`config.mk`:
```
export PLATFORM = sky130hd
export DESIGN_NAME = cbd_sampler
export DESIGN_NICKNAME = d
export VERILOG_FILES = /design/src/rtl/cbd_sampler.sv
export SDC_FILE = /design/constraint.sdc
export NUM_CORES = 1
export LEC_CHECK = 0
export ABC_CLOCK_PERIOD_IN_PS = 2300
export BUFFER_PORTS_ARGS = -buffer_cell sky130_fd_sc_hd__clkbuf_2
export CORE_AREA = 2 2 168 170
export CTS_CLUSTER_DIAMETER = 30
export CTS_CLUSTER_SIZE = 16
export DETAILED_ROUTE_END_ITERATION = 12
export DIE_AREA = 0 0 170 172
export PLACE_DENSITY = 0.69
export SETUP_SLACK_MARGIN = 0.2
export SLEW_MARGIN = 10
export SYNTH_ARGS = -nofsm -noshare
export SYNTH_HDL_FRONTEND = slang
export SYNTH_SLANG_ARGS = --single-unit
```
`constraint.sdc`:
```
create_clock -name clk_i -period 2.3 [get_ports clk_i]
set_input_delay 0.46 -clock clk_i [delete_from_list [all_inputs] [get_ports clk_i]]
set_output_delay 0.46 -clock clk_i [all_outputs]
set_load 0.02 [all_outputs]
```
`src/rtl/cbd_sampler.sv`:
```
// -----------------------------------------------------------------------------
// cbd_sampler
//
// Centered-binomial sampler for Kyber (q = 3329). Consumes a stream of 32-bit
// uniform random words and produces one 256-coefficient polynomial per start,
// delivered as BEATS beats of 16 coefficients (COEF_W bits each, value mod Q).
//
// Each beat is built from W fresh words (W = 2 for eta=2, 3 for eta=3). No
// random bits carry over between beats. The last word of a beat is not
// buffered: it is combined directly with the stored words and the finished
// beat is registered into out_data.
//
// Optional feature macro: CBD_ETA3_EN
//   defined     : eta=3 datapath present, eta3_i (latched at start) selects eta
//   not defined : eta=2 only, eta3_i ignored, 32-bit word store, W fixed at 2
//
// Ports
//   clk_i         in   clock, all logic on rising edge
//   rst_i         in   asynchronous active-low reset
//   start_i       in   begin a polynomial (sampled only in IDLE)
//   eta3_i        in   eta select, latched at start (1 -> eta=3)
//   rand_i        in   [31:0] random word
//   rand_valid_i  in   rand_i valid
//   rand_ready_o  out  sampler accepts rand_i (high only while filling)
//   out_data_o    out  [BEAT_W-1:0] coefficient k in bits [COEF_W*k +: COEF_W]
//   out_valid_o   out  beat valid, data held until out_ready_i
//   out_ready_i   in   downstream accepts beat
//   busy_o        out  not in IDLE
//   done_o        out  one-cycle pulse after the last beat handshake
// -----------------------------------------------------------------------------
module cbd_sampler #(
  parameter int Q      = 3329,
  parameter int COEF_W = 12,
  parameter int BEAT_W = 192,
  parameter int BEATS  = 16
) (
  input  logic              clk_i,
  input  logic              rst_i,
  input  logic              start_i,
  input  logic              eta3_i,
  input  logic [31:0]       rand_i,
  input  logic              rand_valid_i,
  output logic              rand_ready_o,
  output logic [BEAT_W-1:0] out_data_o,
  output logic              out_valid_o,
  input  logic              out_ready_i,
  output logic              busy_o,
  output logic              done_o
);

  localparam int NCOEF = BEAT_W / COEF_W;
  localparam int CNT_W = (BEATS > 1) ? $clog2(BEATS) : 1;
  localparam logic [CNT_W-1:0] LAST_BEAT = CNT_W'(BEATS - 1);

  // Only the words preceding the last word of a beat are stored.
`ifdef CBD_ETA3_EN
  localparam int STORE_W = 64;
`else
  localparam int STORE_W = 32;
`endif

  typedef enum logic [1:0] {
    IDLE = 2'd0,
    FILL = 2'd1,
    OUT  = 2'd2
  } state_t;

  state_t             state;
  logic [1:0]         word_cnt;
  logic [CNT_W-1:0]   beat_cnt;
  logic [STORE_W-1:0] buf_q;

  logic               word_fire;
  logic               last_word;
  logic [1:0]         last_idx;
  logic [BEAT_W-1:0]  next_beat;

  // ---------------------------------------------------------------------------
  // Coefficient arithmetic
  // ---------------------------------------------------------------------------

  // a - c in the range -3..3, mapped to [0, Q). Working on the magnitude keeps
  // the arithmetic unsigned.
  function automatic logic [COEF_W-1:0] to_mod_q(input logic [1:0] a,
                                                  input logic [1:0] c);
    logic [COEF_W-1:0] r;
    if (a >= c) r = COEF_W'(a - c);
    else        r = COEF_W'(Q - int'(c - a));
    return r;
  endfunction

  function automatic logic [COEF_W-1:0] cbd2(input logic [3:0] b);
    logic [1:0] a;
    logic [1:0] c;
    a = {1'b0, b[0]} + {1'b0, b[1]};
    c = {1'b0, b[2]} + {1'b0, b[3]};
    return to_mod_q(a, c);
  endfunction

  logic [63:0]       bits2;
  logic [BEAT_W-1:0] beat2;

  assign bits2 = {rand_i, buf_q[31:0]};

  always_comb begin
    // NOTE: default assignment first so no path leaves beat2 unassigned,
    // which would otherwise infer a latch.
    beat2 = '0;
    for (int k = 0; k < NCOEF; k++) begin
      beat2[k*COEF_W +: COEF_W] = cbd2(bits2[4*k +: 4]);
    end
  end

`ifdef CBD_ETA3_EN
  function automatic logic [COEF_W-1:0] cbd3(input logic [5:0] b);
    logic [1:0] a;
    logic [1:0] c;
    a = {1'b0, b[0]} + {1'b0, b[1]} + {1'b0, b[2]};
    c = {1'b0, b[3]} + {1'b0, b[4]} + {1'b0, b[5]};
    return to_mod_q(a, c);
  endfunction

  logic              eta3_q;
  logic [95:0]       bits3;
  logic [BEAT_W-1:0] beat3;

  assign bits3 = {rand_i, buf_q[63:0]};

  always_comb begin
    beat3 = '0;
    for (int k = 0; k < NCOEF; k++) begin
      beat3[k*COEF_W +: COEF_W] = cbd3(bits3[6*k +: 6]);
    end
  end

  assign next_beat = eta3_q ? beat3 : beat2;
  assign last_idx  = eta3_q ? 2'd2 : 2'd1;
`else
  logic unused_eta3;
  assign unused_eta3 = eta3_i;
  assign next_beat   = beat2;
  assign last_idx    = 2'd1;
`endif

  assign word_fire = rand_valid_i && rand_ready_o;
  assign last_word = (word_cnt == last_idx);

  // ---------------------------------------------------------------------------
  // Word store
  // ---------------------------------------------------------------------------
  // NOTE: the word store has no reset; every slot is rewritten before it is
  // read for a beat, so stale content after reset is never observed.
  always_ff @(posedge clk_i) begin
    if (word_fire && !last_word) begin
`ifdef CBD_ETA3_EN
      if (word_cnt[0]) buf_q[63:32] <= rand_i;
      else             buf_q[31:0]  <= rand_i;
`else
      buf_q <= rand_i;
`endif
    end
  end

  // ---------------------------------------------------------------------------
  // Control FSM with registered outputs
  // ---------------------------------------------------------------------------
  // NOTE: sequential state uses non-blocking assignments so every register
  // samples the pre-edge values regardless of statement order.
  always_ff @(posedge clk_i or negedge rst_i) begin
    if (!rst_i) begin
      state        <= IDLE;
      word_cnt     <= '0;
      beat_cnt     <= '0;
`ifdef CBD_ETA3_EN
      eta3_q       <= 1'b0;
`endif
      rand_ready_o <= 1'b0;
      out_data_o   <= '0;
      out_valid_o  <= 1'b0;
      busy_o       <= 1'b0;
      done_o       <= 1'b0;
    end else begin
      done_o <= 1'b0;
      case (state)
        IDLE: begin
          if (start_i) begin
`ifdef CBD_ETA3_EN
            eta3_q     <= eta3_i;
`endif
            word_cnt     <= '0;
            beat_cnt     <= '0;
            rand_ready_o <= 1'b1;
            busy_o       <= 1'b1;
            state        <= FILL;
          end
        end

        FILL: begin
          if (word_fire) begin
            if (last_word) begin
              out_data_o   <= next_beat;
              out_valid_o  <= 1'b1;
              rand_ready_o <= 1'b0;
              state        <= OUT;
            end else begin
              word_cnt <= word_cnt + 2'd1;
            end
          end
        end

        OUT: begin
          if (out_ready_i) begin
            out_valid_o <= 1'b0;
            word_cnt    <= '0;
            beat_cnt    <= beat_cnt + CNT_W'(1);
            if (beat_cnt == LAST_BEAT) begin
              done_o <= 1'b1;
              busy_o <= 1'b0;
              state  <= IDLE;
            end else begin
              rand_ready_o <= 1'b1;
              state        <= FILL;
            end
          end
        end

        default: begin
          rand_ready_o <= 1'b0;
          out_valid_o  <= 1'b0;
          busy_o       <= 1'b0;
          state        <= IDLE;
        end
      endcase
    end
  end

endmodule

```
==> results of run 1 <==
## metal layers
metal	up-vias	share of wire
met5	-	0
met1	3462	0.43
met3	24	0.053
met2	189	0.50
met4	0	0.017
li1	3308	-
## cell usage after synthesis (all sizes together), types with 4 or more instances
| library cell | number | area (um2) |
|---|---|---|
| o21ai | 125 | 626 |
| ha | 99 | 1240 |
| dfrtp | 124 | 3100 |
| clkbuf | 24 | 90.1 |
| mux2i | 28 | 280 |
| a22o | 7 | 61.3 |
| fa | 31 | 621 |
| inv | 100 | 375 |
| mux2 | 35 | 394 |
| a31oi | 17 | 106 |
| buf | 95 | 719 |
| nor2 | 11 | 48.8 |
| nor2b | 4 | 25.0 |
| a21oi | 53 | 265 |
| o31ai | 34 | 255 |
| edfxtp | 32 | 961 |
| nand2 | 21 | 78.8 |
## worst register-to-register path: cells and delay by family (launching register included)
| family | cells | cell delay [ns] |
|---|---|---|
| AOI/OAI and AO/OA | 1 | 0.05 |
| adders and majority gates | 4 | 1.20 |
| buffers and inverters | 2 | 0.09 |
| DFF | 1 | 0.43 |
| muxes | 1 | 0.26 |
## path summary, 6_finish.rpt
path / from / endpoint / slack, ns
worst min register to register: out_data_o[32]$_DFFE_PN0P_ / out_data_o[32]$_DFFE_PN0P_ / 0.48
min in group clk_i: rand_i[7] / buf_q[7]$_DFFE_PP_ / 0.25
worst min-delay path: rst_i / out_data_o[97]$_DFFE_PN0P_ / -0.0003
max in group asynchronous: rst_i / word_cnt[0]$_DFFE_PN0P_ / 1.64
worst max register to register: buf_q[26]$_DFFE_PP_ / out_data_o[74]$_DFFE_PN0P_ / 0.15
worst max-delay path: buf_q[26]$_DFFE_PP_ / out_data_o[74]$_DFFE_PN0P_ / 0.15
## area by class of cell
class | instances | area [um2]
fillers | 2597 | 15400
multi-input cells | 497 | 4930
flip-flops and latches | 156 | 4060
repair buffers | 281 | 1580
clock buffers | 20 | 478
well taps | 346 | 433
inverters | 100 | 383
clock inverters | 12 | 160
diodes | 1 | 2.50
## registers in the layout, indices dropped and copies added (netlist names)
name,flops
out_data_o,112
buf_q,32
beat_cnt,4
state,2
word_cnt,2
busy_o,1
done_o,1
out_valid_o,1
rand_ready_o,1
## power groups by stage
stage | registers, mW | logic (mW) | clock network, mW
floorplan | 5.55 | 4.91 | 0
global placement | 4.57 | 7.66 | 0
detailed placement | 4.60 | 7.83 | 0
CTS | 4.58 | 8.20 | 3.19
global route | 4.74 | 9.54 | 3.29
finish | 4.58 | 8.67 | 3.10
## cells by family (layout without fill, tap and decap cells)
group / count (synthesis) / in the layout / share of synthesized area
compound gates: 247 / 247 / 0.147
buf+inv: 219 / 413 / 0.125
flops: 156 / 156 / 0.428
fa+ha+maj: 130 / 130 / 0.196
mux: 63 / 63 / 0.0711
simple gates: 53 / 54 / 0.0278
xor+xnor: 3 / 3 / 0.00435
other cells: 0 / 1 / 0
## per-stage QoR
step	cells	instance area, um2	setup WS (ns)
6_report	1413	12000	0.151
4_1_cts	1410	11700	0.133
3_3_place_gp	1366	10900	-0.00512
2_1_floorplan	871	9740	0.162
3_5_place_dp	1366	10900	-0.0287
5_1_grt	1413	12000	0.0975
## what timing repair did
item,CTS,global route
cloned,1,0
pin swaps,28,29
setup buffers,11,2
endpoints found under the setup margin,9,54
endpoints found under the hold margin,0,0
resized for setup,30,56
==> metrics, run 1 <==
Cell Int Power 9.06 mW; CTS Buffer Depth 2; Main synth FF type dfrtp_1; switching share of total power 0.446; PwrDens 1360 nW/um2; Routed WL 23600 um; Max Fanout on Critical Path 2; layout net count 1221; met3 Use GR 0.0389; Starting Density 0.345; Worst-Margin Slew 0.659 ns; CP max stage cell fa_1; critical path class reg -> reg; Synth Cell Area 9490 um2; Most Crowded Layer GR met2; Worst Hold Class in -> async; antenna violation net count after detailed routing 0; RSZ-0062 raised after global routing true; most frequent cells in the layout clkbuf_2, dfrtp_1, inv_1, o21ai_0, o21ai_1; Buf/Inv on CP 2; Static Leak 5.65 nW; clk slew on worst S/H paths 0.07 ns; boundary pin count 234; Seq pwr share 0.280; Mapped Cells 871; fin crit share 0.934; Crit path depth 8; Initial DRT Pass Iterations 4; number of global-route vias before repair 7044; Core ar. 27500 um2; Rel. slew slack 0.560; Design Power 16.4 mW; Critical Path AT 2.46 ns; root buffer cell clkbuf_16; clk_lat worst skew 0.43 ns; syn avg cell area 10.9 um2; commonest non-fill, non-tap cell in the layout clkbuf_2; # rows 61; Reg2Reg Depth 8; max incr delay on CP 0.44 ns; CTS Sinks 156; DR vias 6983; GR Util All Layers 0.162; GRT overflow 0; synth-to-layout area growth 26.8%; Critical Path Start Type register; Hold Vio Cnt, Final 1; Synth cell types 40; max-cap violations 0; largest net degree at the start of global routing 63; Seq/Total Area, Yosys 0.428; hold_buf cts 0; initial antenna violation count 1; GP Congestion 0.796; global routing usage on met2 0.285; number of buffers created by CTS 17; Yosys warning total 0; Via-to-Cell Ratio 4.94; element type at the critical path end register; H-tree Lvls 4; initial drt markers 279; CP top delay family adder cells; DRC 0; first-pass GRT wire length 36700 um; crit-path cells ha_4, inv_2, ha_4, inv_2, fa_1, ha_1, a21oi_2, mux2_4; Max rail drop VDD 702 uV; Final HPWL DP 15900 um; minimum clock period 2.15 ns; Die X 170 um; clock power share 0.190; port bufs 232; Setup Viol. Count Final 0; status finished with violations; EDFF count, synth 32; CP required 2.61 ns; die area 29200 um2; Core Util, Final 0.438; Die Height 172 um; combinational power share 0.530; Synth Register Bits 156; fin. max-slew vios 0; setup_tns 0 ns; Post-synth ARST share 0.795; share of cells above drive strength 1 0.407; wire length per cell 16.7 um; skew final 0.0143 ns; FMAX 0.465 GHz; violated checks hold timing; Net Switching 7.30 mW; met1 global-route usage 0.196; CTS tree yes; Mapped Nets 1039; hold slack -0.000260 ns
Note: power is estimated with default switching activity, not from simulation.
==> inputs of run 2 (changes only) <==
--- a/config.mk
+++ b/config.mk
@@ -5,14 +5,15 @@
 export SDC_FILE = /design/constraint.sdc
 export NUM_CORES = 1
 export LEC_CHECK = 0
-export ABC_CLOCK_PERIOD_IN_PS = 2300
+export ABC_CLOCK_PERIOD_IN_PS = 1800
 export BUFFER_PORTS_ARGS = -buffer_cell sky130_fd_sc_hd__clkbuf_2
-export CORE_AREA = 2 2 168 170
+export CORE_AREA = 2 2 143 145
 export CTS_CLUSTER_DIAMETER = 30
 export CTS_CLUSTER_SIZE = 16
 export DETAILED_ROUTE_END_ITERATION = 12
-export DIE_AREA = 0 0 170 172
-export PLACE_DENSITY = 0.69
+export DIE_AREA = 0 0 145 147
+export PLACE_DENSITY = 0.87
+export RECOVER_POWER = 50
 export SETUP_SLACK_MARGIN = 0.2
 export SLEW_MARGIN = 10
 export SYNTH_ARGS = -nofsm -noshare
==> constraint.sdc (replaced) <==
create_clock -name clk_i -period 1.8 [get_ports clk_i]
set_input_delay 0.36 -clock clk_i [delete_from_list [all_inputs] [get_ports clk_i]]
set_output_delay 0.36 -clock clk_i [all_outputs]
set_load 0.02 [all_outputs]
==> run 2 against run 1 <==
Maximum frequency decreased by 1.9%. The run ends with setup timing left. Routed wire length increased by 25%. Sequential share of layout area decreased by 5.8 points. Clock-buffer cell count unchanged. Utilization increased by 29 points. Highest routed layer unchanged. Die area decreased by 27%. Largest power group unchanged.
==> metrics, run 2 (synthesis results as in run 1) <==
wire length per cell 20.0 um; combinational power share 0.612; max-cap violations 0; FMAX 0.457 GHz; skew final 0.00910 ns; GRT overflow 0; fin cells 1478; die area 21300 um2; GR Util All Layers 0.251; switching share of total power 0.455; port bufs 232; fin. max-slew vios 0; Critical Path Start Type register; commonest non-fill, non-tap cell in the layout clkbuf_2; H-tree Lvls 4; boundary pin count 234; DP Cell Count 1385; hold slack 0.195 ns; Min-Delay Endpoint buf_q[29]$_DFFE_PP_; Routed WL 29500 um; Worst-Margin Slew 0.670 ns; synth-to-layout area growth 53.3%; clk_lat worst skew 0.43 ns; HP Start rand_i[29]; # rows 52; RSZ-0062 raised after global routing true; ANT cells 0; violated checks setup timing; Setup Viol. Count Final 52; root buffer cell clkbuf_16; Hold Vio Cnt, Final 0; clock power share 0.144; Seq pwr share 0.244; Static Leak 6.40 nW; first-pass GRT wire length 42400 um; share of cells above drive strength 1 0.539; CP required 2.12 ns; Starting Density 0.478; most frequent cells in the layout clkbuf_2, dfrtp_1, buf_4, clkbuf_1; R2R Setup Slk -0.39 ns; Final HPWL DP 17100 um; CTS tree yes; layout net count 1363; Die Height 147 um; initial antenna violation count 0; number of global-route vias before repair 8179; r2r startpoint buf_q[7]$_DFFE_PP_; Cell Int Power 13.4 mW; largest net degree at the start of global routing 65; Core Util, Final 0.733; Core ar. 19800 um2; status finished with violations; Initial DRT Pass Iterations 4; CTS Buffer Depth 2; number of buffers created by CTS 17; Net Switching 11.2 mW; fin crit share 1.22; Max rail drop VDD 1080 uV; Worst Hold Class in -> reg; minimum clock period 2.19 ns; Hold Path Stages 1; PwrDens 1690 nW/um2; antenna violation net count after detailed routing 0; Rel. slew slack 0.553; Reg2Reg Depth 8; Worst Setup SP buf_q[7]$_DFFE_PP_; final setup margin -0.390 ns; Biggest register out_data_o; Max Fanout on Critical Path 2; Via-to-Cell Ratio 5.40; initial drt markers 341; clk slew on worst S/H paths 0.07 ns; GP Congestion 0.867; Critical Path AT 2.51 ns; Die X 145 um; DR vias 7981; Largest register FFs 112; worst reg2reg path endpoint out_data_o[14]$_DFFE_PN0P_; CTS Sinks 156; Largest regs out_data_o: 112 flops, buf_q: 32 flops, beat_cnt: 4 flops; FILL cells 1243; DRC 0; critical path class reg -> reg; element type at the critical path end register
-- run 2: routing by layer --
layer  up-vias  part of all wire  GRT usage  wire, um
met5         -                 0          0         0
met2       268              0.52      0.437     15300
met3        74             0.050     0.0606      1470
met1      4043              0.40      0.296     11800
li1       3596                 -          -         -
met4         0             0.032      0.116       953
-- run 2: area by class of cell --
cell class | count | area (um2) | area share
multi-input cells | 497 | 6080 | 0.418
flip-flops and latches | 156 | 4070 | 0.280
repair buffers | 423 | 3100 | 0.213
clock buffers | 20 | 447 | 0.0307
inverters | 100 | 395 | 0.0272
well taps | 270 | 338 | 0.0232
clock inverters | 12 | 114 | 0.00783
-- run 2: power groups by stage --
stage                     Sequential [mW]  Combinational, mW  Clock (mW)
after floorplan                      7.09               6.68           0
after global placement               5.83               10.9           0
after detailed placement             5.91               11.2           0
after CTS                            5.93               13.2        3.57
after global routing                 6.17               16.0        3.73
final                                6.01               15.1        3.54
-- run 2: per-stage QoR --
stage	cell area (um2)	total power, mW	setup TNS (ns)	worst slack (ns)
after floorplan	10100	13.8	-4.92	-0.271
after global placement	11800	16.7	-12.56	-0.351
after detailed placement	11800	17.2	-16.97	-0.423
after CTS	13700	22.7	-8.58	-0.353
after global routing	14500	25.9	-14.61	-0.446
final	14500	24.6	-11.13	-0.390
-- run 2: worst max path at each step --
stage,slack (ns),end,cells after the start
final,-0.39,out_data_o[14]$_DFFE_PN0P_,8
after global placement,-0.35,out_data_o[158]$_DFFE_PN0P_,9
after global routing,-0.45,out_data_o[2]$_DFFE_PN0P_,8
after floorplan,-0.27,out_data_o[62]$_DFFE_PN0P_,8
after detailed placement,-0.42,out_data_o[134]$_DFFE_PN0P_,9
after CTS,-0.35,out_data_o[2]$_DFFE_PN0P_,8
-- run 2: critical path: stages, from the launching register on --
cell      delay (ns)
edfxtp_1        0.43
ha_4            0.28
inv_4           0.05
ha_4            0.12
inv_2           0.03
fa_1            0.52
ha_2            0.33
a21oi_1         0.05
mux2_4          0.26
-- run 2: what timing repair did --
item / in CTS / in global routing
setup endpoints to repair: 103 / 110
cloned: 7 / 4
buffers inserted: 30 / 19
hold buffers: 1 / 0
pin swaps: 92 / 79
gates resized for setup: 173 / 202
hold endpoints to repair: 22 / 0
